$ cat src/rtl/regfile_wb_arb_if.sv
// Write-back bus between the result producers, the arbiter and the register file.
// The slave modport is the arbiter's view; master is the producers/register-file side.
interface regfile_wb_arb_if;
  logic        A_Valid;
  logic [4:0]  A_Addr;
  logic [63:0] A_Data;
  logic        A_Ready;
  logic        B_Valid;
  logic [4:0]  B_Addr;
  logic [63:0] B_Data;
  logic        B_Ready;
  logic        W_En;
  logic [4:0]  W_Addr;
  logic [63:0] WR;
  logic [31:0] Pend_Mask;

  modport master (
    output A_Valid, A_Addr, A_Data,
    output B_Valid, B_Addr, B_Data,
    input  A_Ready, B_Ready,
    input  W_En, W_Addr, WR, Pend_Mask
  );

  modport slave (
    input  A_Valid, A_Addr, A_Data,
    input  B_Valid, B_Addr, B_Data,
    output A_Ready, B_Ready,
    output W_En, W_Addr, WR, Pend_Mask
  );
endinterface

$ cat src/rtl/regfile_wb_arb.sv
// Write-back arbiter for the 32x64 register file: the ALU (port A) has priority, the
// multi-cycle port B is queued in a small FIFO and guaranteed service by a starvation limit.
module regfile_wb_arb #(
  parameter int DEPTH      = 4,
  parameter int STARVE_LIM = 8
) (
  input  logic            clk,
  input  logic            reset,
  regfile_wb_arb_if.slave bus
);

  localparam int AW = $clog2(DEPTH);
  localparam int CW = AW + 1;
  localparam int SW = $clog2(STARVE_LIM + 1);
  localparam logic [CW-1:0] DEPTH_C = CW'(DEPTH);
  localparam logic [SW-1:0] SLIM_C  = SW'(STARVE_LIM);

  typedef struct packed {
    logic [4:0]  addr;
    logic [63:0] data;
  } wb_entry_t;

  wb_entry_t       fifo_q [DEPTH];
  logic [AW-1:0]   rd_ptr_q, rd_ptr_d;
  logic [AW-1:0]   wr_ptr_q, wr_ptr_d;
  logic [CW-1:0]   count_q, count_d;
  logic [SW-1:0]   starve_cnt_q, starve_cnt_d;
  logic            w_en_q, w_en_d;
  logic [4:0]      w_addr_q, w_addr_d;
  logic [63:0]     wr_q, wr_d;

  logic            empty, full, starve;
  logic            a_ready, b_ready;
  logic            a_take, pop, push;
  logic [31:0]     pend_mask;

  // Handshake terms depend only on registered state and reset, never on the inputs.
  assign empty   = (count_q == '0);
  assign full    = (count_q == DEPTH_C);
  assign starve  = !empty && (starve_cnt_q >= SLIM_C);
  assign a_ready = !reset && !starve;
  assign b_ready = !reset && !full;

  assign a_take  = bus.A_Valid && a_ready;
  assign pop     = !a_take && !empty;
  assign push    = bus.B_Valid && b_ready;

  // NOTE: every signal written here gets a default first, so no path leaves it unassigned and no latch is inferred.
  always_comb begin
    w_en_d       = 1'b0;
    w_addr_d     = w_addr_q;
    wr_d         = wr_q;
    starve_cnt_d = starve_cnt_q;
    rd_ptr_d     = rd_ptr_q;

    if (a_take) begin
      w_en_d   = 1'b1;
      w_addr_d = bus.A_Addr;
      wr_d     = bus.A_Data;
      if (!empty && (starve_cnt_q < SLIM_C)) begin
        starve_cnt_d = starve_cnt_q + SW'(1);
      end
    end else if (pop) begin
      w_en_d       = 1'b1;
      w_addr_d     = fifo_q[rd_ptr_q].addr;
      wr_d         = fifo_q[rd_ptr_q].data;
      starve_cnt_d = '0;
      rd_ptr_d     = rd_ptr_q + AW'(1);
    end
  end

  always_comb begin
    wr_ptr_d = push ? (wr_ptr_q + AW'(1)) : wr_ptr_q;
    case ({push, pop})
      2'b10:   count_d = count_q + CW'(1);
      2'b01:   count_d = count_q - CW'(1);
      default: count_d = count_q;
    endcase
  end

  // An entry is live when its distance from the read pointer is below the count.
  always_comb begin
    pend_mask = '0;
    for (int k = 0; k < DEPTH; k++) begin
      if ({1'b0, AW'(k) - rd_ptr_q} < count_q) begin
        pend_mask[fifo_q[k].addr] = 1'b1;
      end
    end
  end

  // NOTE: sequential state uses non-blocking assignments so every flop samples pre-edge values.
  always_ff @(posedge clk or posedge reset) begin
    if (reset) begin
      rd_ptr_q     <= '0;
      wr_ptr_q     <= '0;
      count_q      <= '0;
      starve_cnt_q <= '0;
      w_en_q       <= 1'b0;
      w_addr_q     <= '0;
      wr_q         <= '0;
    end else begin
      rd_ptr_q     <= rd_ptr_d;
      wr_ptr_q     <= wr_ptr_d;
      count_q      <= count_d;
      starve_cnt_q <= starve_cnt_d;
      w_en_q       <= w_en_d;
      w_addr_q     <= w_addr_d;
      wr_q         <= wr_d;
    end
  end

  // NOTE: the FIFO storage is not reset; the count alone decides which entries are valid.
  always_ff @(posedge clk) begin
    if (push) begin
      fifo_q[wr_ptr_q] <= {bus.B_Addr, bus.B_Data};
    end
  end

  assign bus.A_Ready   = a_ready;
  assign bus.B_Ready   = b_ready;
  assign bus.W_En      = w_en_q;
  assign bus.W_Addr    = w_addr_q;
  assign bus.WR        = wr_q;
  assign bus.Pend_Mask = pend_mask;

  count_in_range: assert property (@(posedge clk) disable iff (reset) count_q <= DEPTH_C);

endmodule

$ cat src/flat_wrapper.sv
// flat-port wrapper written by rule: the top's interface ports become plain ports
module regfile_wb_arb_flat 
#(
  parameter int DEPTH      = 4,
  parameter int STARVE_LIM = 8
)
  (clk, reset, bus_A_Valid, bus_A_Addr, bus_A_Data, bus_B_Valid, bus_B_Addr, bus_B_Data, bus_A_Ready, bus_B_Ready, bus_W_En, bus_W_Addr, bus_WR, bus_Pend_Mask);
  regfile_wb_arb_if bus_i ();
  input  logic clk;
  input  logic reset;
  input wire logic [$bits(bus_i.A_Valid)-1:0] bus_A_Valid;
  input wire logic [$bits(bus_i.A_Addr)-1:0] bus_A_Addr;
  input wire logic [$bits(bus_i.A_Data)-1:0] bus_A_Data;
  input wire logic [$bits(bus_i.B_Valid)-1:0] bus_B_Valid;
  input wire logic [$bits(bus_i.B_Addr)-1:0] bus_B_Addr;
  input wire logic [$bits(bus_i.B_Data)-1:0] bus_B_Data;
  output wire logic [$bits(bus_i.A_Ready)-1:0] bus_A_Ready;
  output wire logic [$bits(bus_i.B_Ready)-1:0] bus_B_Ready;
  output wire logic [$bits(bus_i.W_En)-1:0] bus_W_En;
  output wire logic [$bits(bus_i.W_Addr)-1:0] bus_W_Addr;
  output wire logic [$bits(bus_i.WR)-1:0] bus_WR;
  output wire logic [$bits(bus_i.Pend_Mask)-1:0] bus_Pend_Mask;
  assign bus_i.A_Valid = bus_A_Valid;
  assign bus_i.A_Addr = bus_A_Addr;
  assign bus_i.A_Data = bus_A_Data;
  assign bus_i.B_Valid = bus_B_Valid;
  assign bus_i.B_Addr = bus_B_Addr;
  assign bus_i.B_Data = bus_B_Data;
  assign bus_A_Ready = bus_i.A_Ready;
  assign bus_B_Ready = bus_i.B_Ready;
  assign bus_W_En = bus_i.W_En;
  assign bus_W_Addr = bus_i.W_Addr;
  assign bus_WR = bus_i.WR;
  assign bus_Pend_Mask = bus_i.Pend_Mask;
  regfile_wb_arb #(.DEPTH(DEPTH), .STARVE_LIM(STARVE_LIM)) u_core (.clk(clk), .reset(reset), .bus(bus_i));
endmodule
$ cat config.mk
export PLATFORM = sky130hd
export DESIGN_NAME = regfile_wb_arb_flat
export DESIGN_NICKNAME = d
export VERILOG_FILES = /design/src/rtl/regfile_wb_arb_if.sv /design/src/rtl/regfile_wb_arb.sv /design/src/flat_wrapper.sv
export SDC_FILE = /design/constraint.sdc
export NUM_CORES = 1
export LEC_CHECK = 0
export ABC_AREA = 1
export ABC_CLOCK_PERIOD_IN_PS = 11300
export CAP_MARGIN = 10
export CORE_MARGIN = 2
export CORE_UTILIZATION = 40
export DETAILED_ROUTE_END_ITERATION = 10
export PLACE_DENSITY = 0.62
export SETUP_SLACK_MARGIN = 0.2
export SLEW_MARGIN = 10
export SYNTH_ARGS = -nofsm -noshare
export SYNTH_HDL_FRONTEND = slang
export SYNTH_SLANG_ARGS = --single-unit
$ cat constraint.sdc
create_clock -name clk -period 11.3 [get_ports clk]
set_clock_uncertainty 0.05 [all_clocks]
set_input_delay 1.695 -clock clk [delete_from_list [all_inputs] [get_ports clk]]
set_output_delay 1.695 -clock clk [all_outputs]
set_load 0.01 [all_outputs]
; Word-level counts from Yosys, hierarchy flattened
; Memory sizes are Yosys's and may differ from the RTL's.
; Index checks and enable logic that the tools add are counted.
[classes]
add_sub_neg = 9
n_mul = 0
div_mod_pow = 0
order_cmp = 14
eq_ne = 4
n_shift = 0
mux = 24
bitwise_logic = 4
n_reduce_logical = 21
[op_table]
columns = cell, n
row1 = 32-bit 2-to-1 mux, 4
row2 = 64-bit 2-to-1 mux, 2
row3 = 32-bit OR, 3
row4 = 5-bit by 6-bit < comparator with 1-bit output (second input constant), 4
row5 = 1-bit demux with 5-bit select, 4
row6 = 5-bit by 1-bit greater-or-equal comparator with 1-bit output (second input constant), 4
row7 = 2-bit by 3-bit < comparator with 1-bit output, 4
row8 = 4-bit 2-to-1 mux, 3
row9 = 1-bit logical AND, 11
row10 = 5-bit 2-to-1 mux, 2
row11 = 1-bit 2-to-1 mux, 8
row12 = 3-bit case mux with 2 select lines, 1
row13 = 1-bit logical NOT, 5
row14 = 2-bit by 1-bit adder with 2-bit output (second input constant), 2
row15 = 4-bit by 1-bit adder with 4-bit output (second input constant), 1
row16 = 4-bit greater-or-equal comparator (second input constant), 1
row17 = 4-bit < comparator (second input constant), 1
row18 = 2-bit AND reduction, 2
row19 = 2-bit nonzero test, 2
row20 = 1-bit by 2-bit subtractor with 2-bit output (first input constant), 2
row21 = 2-bit subtractor (first input constant), 2
row22 = 3-bit by 1-bit adder with 3-bit output (second input constant), 1
row23 = 3-bit == test (second input constant), 1
row24 = 3-bit logical NOT, 1
row25 = 5 further kinds, 5
[totals]
regBits = 81
latchBits = 0
ram_bits = 276
mem_bits_ro = 0
out_inout_bits = 104
word_cells = 84
memories = 1
[memory_table]
columns = memory, words, width, read_ports, rd_clocked_by_memory_dff, write_ports, line_no
row1 = u_core.fifo_q, 4, 69, 5, 0, 1, regfile_wb_arb.sv:23  ; wb_entry_t fifo_q [DEPTH];

; Depth between registers and ports, before layout
[depth]
word_depth = 11
mapped_depth = 12

; Worst setup path after synthesis
; OpenSTA, ideal clock, no wires.
[synth_path]
path_kind = input port to flip-flop
start = in reset
end = mem u_core.fifo_q[0][0] in the netlist's numbering (enable)
setup_time_ps = 497
arrival_ps = 5097
required_ps = 10753
setup_slack_ps = 5657
stages = 3
path_buffers = 0
cell_sequence = a21oi_1 > nand2_1 > nor2_1
[synth_between]
elab_chain_cells = 5
[synth_rtl]
columns = item, line_no
row1 = start: declaration, flat_wrapper.sv:10  ; input logic reset;
row2 = 1-bit logical NOT, regfile_wb_arb.sv:42  ; assign b_ready = !reset && !full;
row3 = 1-bit logical AND, regfile_wb_arb.sv:42
row4 = 1-bit logical AND, regfile_wb_arb.sv:46  ; assign push = bus.B_Valid && b_ready;
row5 = 1-bit 2-to-1 mux, regfile_wb_arb.sv:114  ; if (push) begin
row6 = 1-bit 2-to-1 mux (not written as such), regfile_wb_arb.sv:115  ; fifo_q[wr_ptr_q] <= {bus.B_Addr, bus.B_Data};
row7 = end: declaration, regfile_wb_arb.sv:23
; Every way passes these cells.

; Worst setup path after layout
[layout_path]
start = reg u_core.rd_ptr_q[0]
end = out bus_Pend_Mask[0]
[layout_between]
elab_chain_cells = 9
[layout_rtl]
columns = item, line_no
row1 = start: declaration, regfile_wb_arb.sv:24  ; logic [AW-1:0] rd_ptr_q, rd_ptr_d;
row2 = start signal: assignment, regfile_wb_arb.sv:102  ; rd_ptr_q <= rd_ptr_d;
row3 = 1-bit by 2-bit subtractor with 2-bit output, regfile_wb_arb.sv:85  ; if ({1'b0, AW'(k) - rd_ptr_q} < count_q) begin
row4 = 2-bit by 3-bit < comparator with 1-bit output, regfile_wb_arb.sv:85
row5 = 32-bit 2-to-1 mux, regfile_wb_arb.sv:85
row6 = 32-bit OR (no source line), -
row7 = 32-bit 2-to-1 mux, regfile_wb_arb.sv:85
row8 = 32-bit OR (no source line), -
row9 = 32-bit 2-to-1 mux, regfile_wb_arb.sv:85
row10 = 32-bit OR (no source line), -
row11 = 32-bit 2-to-1 mux *, regfile_wb_arb.sv:85
row12 = end: declaration, flat_wrapper.sv:22  ; output wire logic [$bits(bus_i.Pend_Mask)-1:0] bus_Pend_Mask;
; Mark *: on every way between the ends. The rest lies on a longest branch, timed or not.

==> metrics <==
CTS tree=done; GR Overflow Total=0; Worst setup startpoint=u_core.rd_ptr_q[0]; Die Area=43000 µm²; first-pass GRT wire length=74.70 mm; syn_nets=1963; htree depth=2; routing usage on met3=5.431%; asr flop ratio synth=22.69%; area of the core=40830 µm²; Final ANT Viol Nets=0; area grow syn2layout=24.17%; mux cell area share after synthesis=0%; Setup violations, final=0; GR Util met2=35.14%; unrepaired setup endpoints after global routing=no; XOR/XNOR share of the synthesized area=0.3177%; dominant synthesized flop cell=edfxtp_1; reg2reg start=u_core.count_q[2]; Yosys reg bits=357; Setup TNS=0 ns; Placed Cells=2497; cell taking the most area after synthesis=edfxtp_1; adder-cell area share of the yosys netlist=0.9530%; HPWL Detailed=29.71 mm; Setup Crit Path Kind=reg -> out; Syn Inst Count=1809; CTS root buf=clkbuf_16; # Post-CTS Setup Buffers=0; final wirelength=47.85 mm; maximum number of pins on one net before global-route repair=98; vias in the first global route=13090; Final Cycle Share=57.42%; CTS Hold Bufs=0; Pwr per Cell Area=234.8 nW/µm²; top cell type's share of synthesized area=50.10%; Pleak=8.562 nW; status=finished clean; starting density of the core=40.51%; CTS sink cnt=357; post-CTS resize count=0; cell with the most instances after synthesis=nand2_1; initial antenna violation count=11; Reg2Reg Capture Point=u_core.bus.W_Addr[3]; routability congestion estimate=0.8988; top cells by area, synth=edfxtp_1 (50%), nand2_1 (17%), dfrtp_1 (12%), nand3_1 (9.8%), nor2_1 (3.2%); crit path capture=bus_Pend_Mask[0]; Register-to-Register Path Depth=8; port buffer count=245; max_cap viols=0; crit path capture type=output port; Clock transition at path regs=0.06 ns; Most Crowded Layer GR=met2; row count=74; met1 layer usage reported by global route=30.05%; Worst Tran Pin Value=1.132 ns; final worst slack=4.812 ns; FMAX=154.1 MHz; DRC errors left=0; Vias per Instance=5.126; Post-synth EDFFs=276; initial DRC count=894; Max clock buf depth=3; pre-CTS setup slack=5.337 ns; Total Routing Usage GR=22.12%; combinational family with the most area after synthesis=simple AND/OR/NAND/NOR gates; die height=207.4 µm; Non-Filler Instances=2575; I/O pin cnt=246; Fin. Hold Viols=0; arrival time worst endpoint=4.74 ns; Synth top cells by count=nand2_1 (746), nand3_1 (324), edfxtp_1 (276); Max IR drop VDD=0.0001281 V; CTS buffer count=39; synthesized area=16540 µm²; worst min-delay path class=reg -> reg; R2R Setup Slk=7.52 ns; Post-Layout Inst Area=20540 µm²; syn_area_per_cell=9.144 µm²; post-synthesis simple-gate area fraction=31.37%; ratio of cells with drive above 1 in the final layout=4.273%; Seq/Total Area, Yosys=62.36%; Final Net Count=2160; Worst EP required=9.56 ns; Worst Path Max Fanout=82; DR WL/cell=18.58 µm; vias=13200; library cells used by synthesis=26; Final Max Tran Viols=0; dpl cell area=19310 µm²; Synth Area in Compound Gates=0.4538%; Final Critical Period=6.488 ns; Die Width=207.4 µm; hold slack=0.4642 ns; synthesis warning total=0; Worst setup SP type=flip-flop; worst skew pair latency=0.54 ns; drt first pass iters=5; worst rel slew slack=24.52%
## layout make-up
class                           count  area (µm²)
Tap cell                          532       665.6
Fill cell                        3766       20290
Antenna cell                        7       17.52
Clock buffer                       55        1087
Sequential cell                   357       10320
Timing Repair Buffer              258        2545
Multi-Input combinational cell   1285        5529
Inverter                           65       249.0
Clock inverter                     16       123.9
## critical path, cell delays in order (launching register included)
cell and delay (ns):
dfrtp_4 1.04, buf_4 0.73, inv_4 0.43, nand2_1 0.19, nand3_1 0.15, nand2_1 0.63, nor2_1 0.29, nand2_1 0.12
nand3_1 0.08, clkdlybuf4s50_1 0.49
## power breakdown
group          switching [W]  internal [W]
combinational        0.00110      0.000645
clock               0.000494      0.000697
sequential          0.000218       0.00167
## worst min path at each step
stage	start	end	slack (ns)	cells past startpoint
global placement	u_core.bus.WR[39]	u_core.bus.WR[39]	0.44	2
global route	u_core.bus.WR[7]	u_core.bus.WR[7]	0.49	2
CTS	u_core.bus.WR[7]	u_core.bus.WR[7]	0.46	2
detailed placement	u_core.bus.WR[7]	u_core.bus.WR[7]	0.45	2
floorplan	u_core.count_q[1]	u_core.count_q[1]	0.45	2
finish	u_core.bus.WR[7]	u_core.bus.WR[7]	0.46	2
## layout by cell type (no fill, tap or decap), types with 5 or more instances in the layout
cell type	instances
nand4_1	13
ha_1	11
clkbuf_1	12
buf_4	13
diode_2	7
clkdlybuf4s50_1	244
clkinv_2	6
clkinv_1	6
nand2_1	746
nor2_1	137
edfxtp_1	276
xor2_1	5
clkbuf_16	40
inv_1	60
dfrtp_1	79
nand3_1	324
nor3_1	22
a21oi_1	5
## cell families after synthesis
family                   after synthesis
AO/OA/AOI/OAI                         14
flip-flops                           357
XOR/XNOR                               6
AND/OR/NAND/NOR                     1253
adder cells (fa/ha/maj)               12
buffers and inverters                167
## flip-flops by register name (all words and copies together) (netlist names)
| register | flops |
|---|---|
| u_core.fifo_q | 276 |
| u_core.bus.WR | 64 |
| u_core.bus.W_Addr | 5 |
| u_core.starve_cnt_q | 4 |
| u_core.count_q | 3 |
| u_core.rd_ptr_q | 2 |
| u_core.wr_ptr_q | 2 |
| u_core.bus.W_En | 1 |
## layer usage
metal  wire length, µm  share of wire, %  vias to the layer above
li1                  -                 -                     6388
met1             21220                44                     6316
met3              3519               7.4                       63
met5                46             0.096                        -
met2             22030                46                      427
met4              1037               2.2                        6
## per-stage QoR
stage          total power, W  utilization [%]
6_report             0.004823            50.30
5_1_grt              0.005152            50.28
4_1_cts              0.004875            50.26
3_5_place_dp         0.003665            47.29
3_3_place_gp         0.003646            47.29
2_1_floorplan        0.002923                -
No activity file was read; power rests on OpenSTA's default activity.
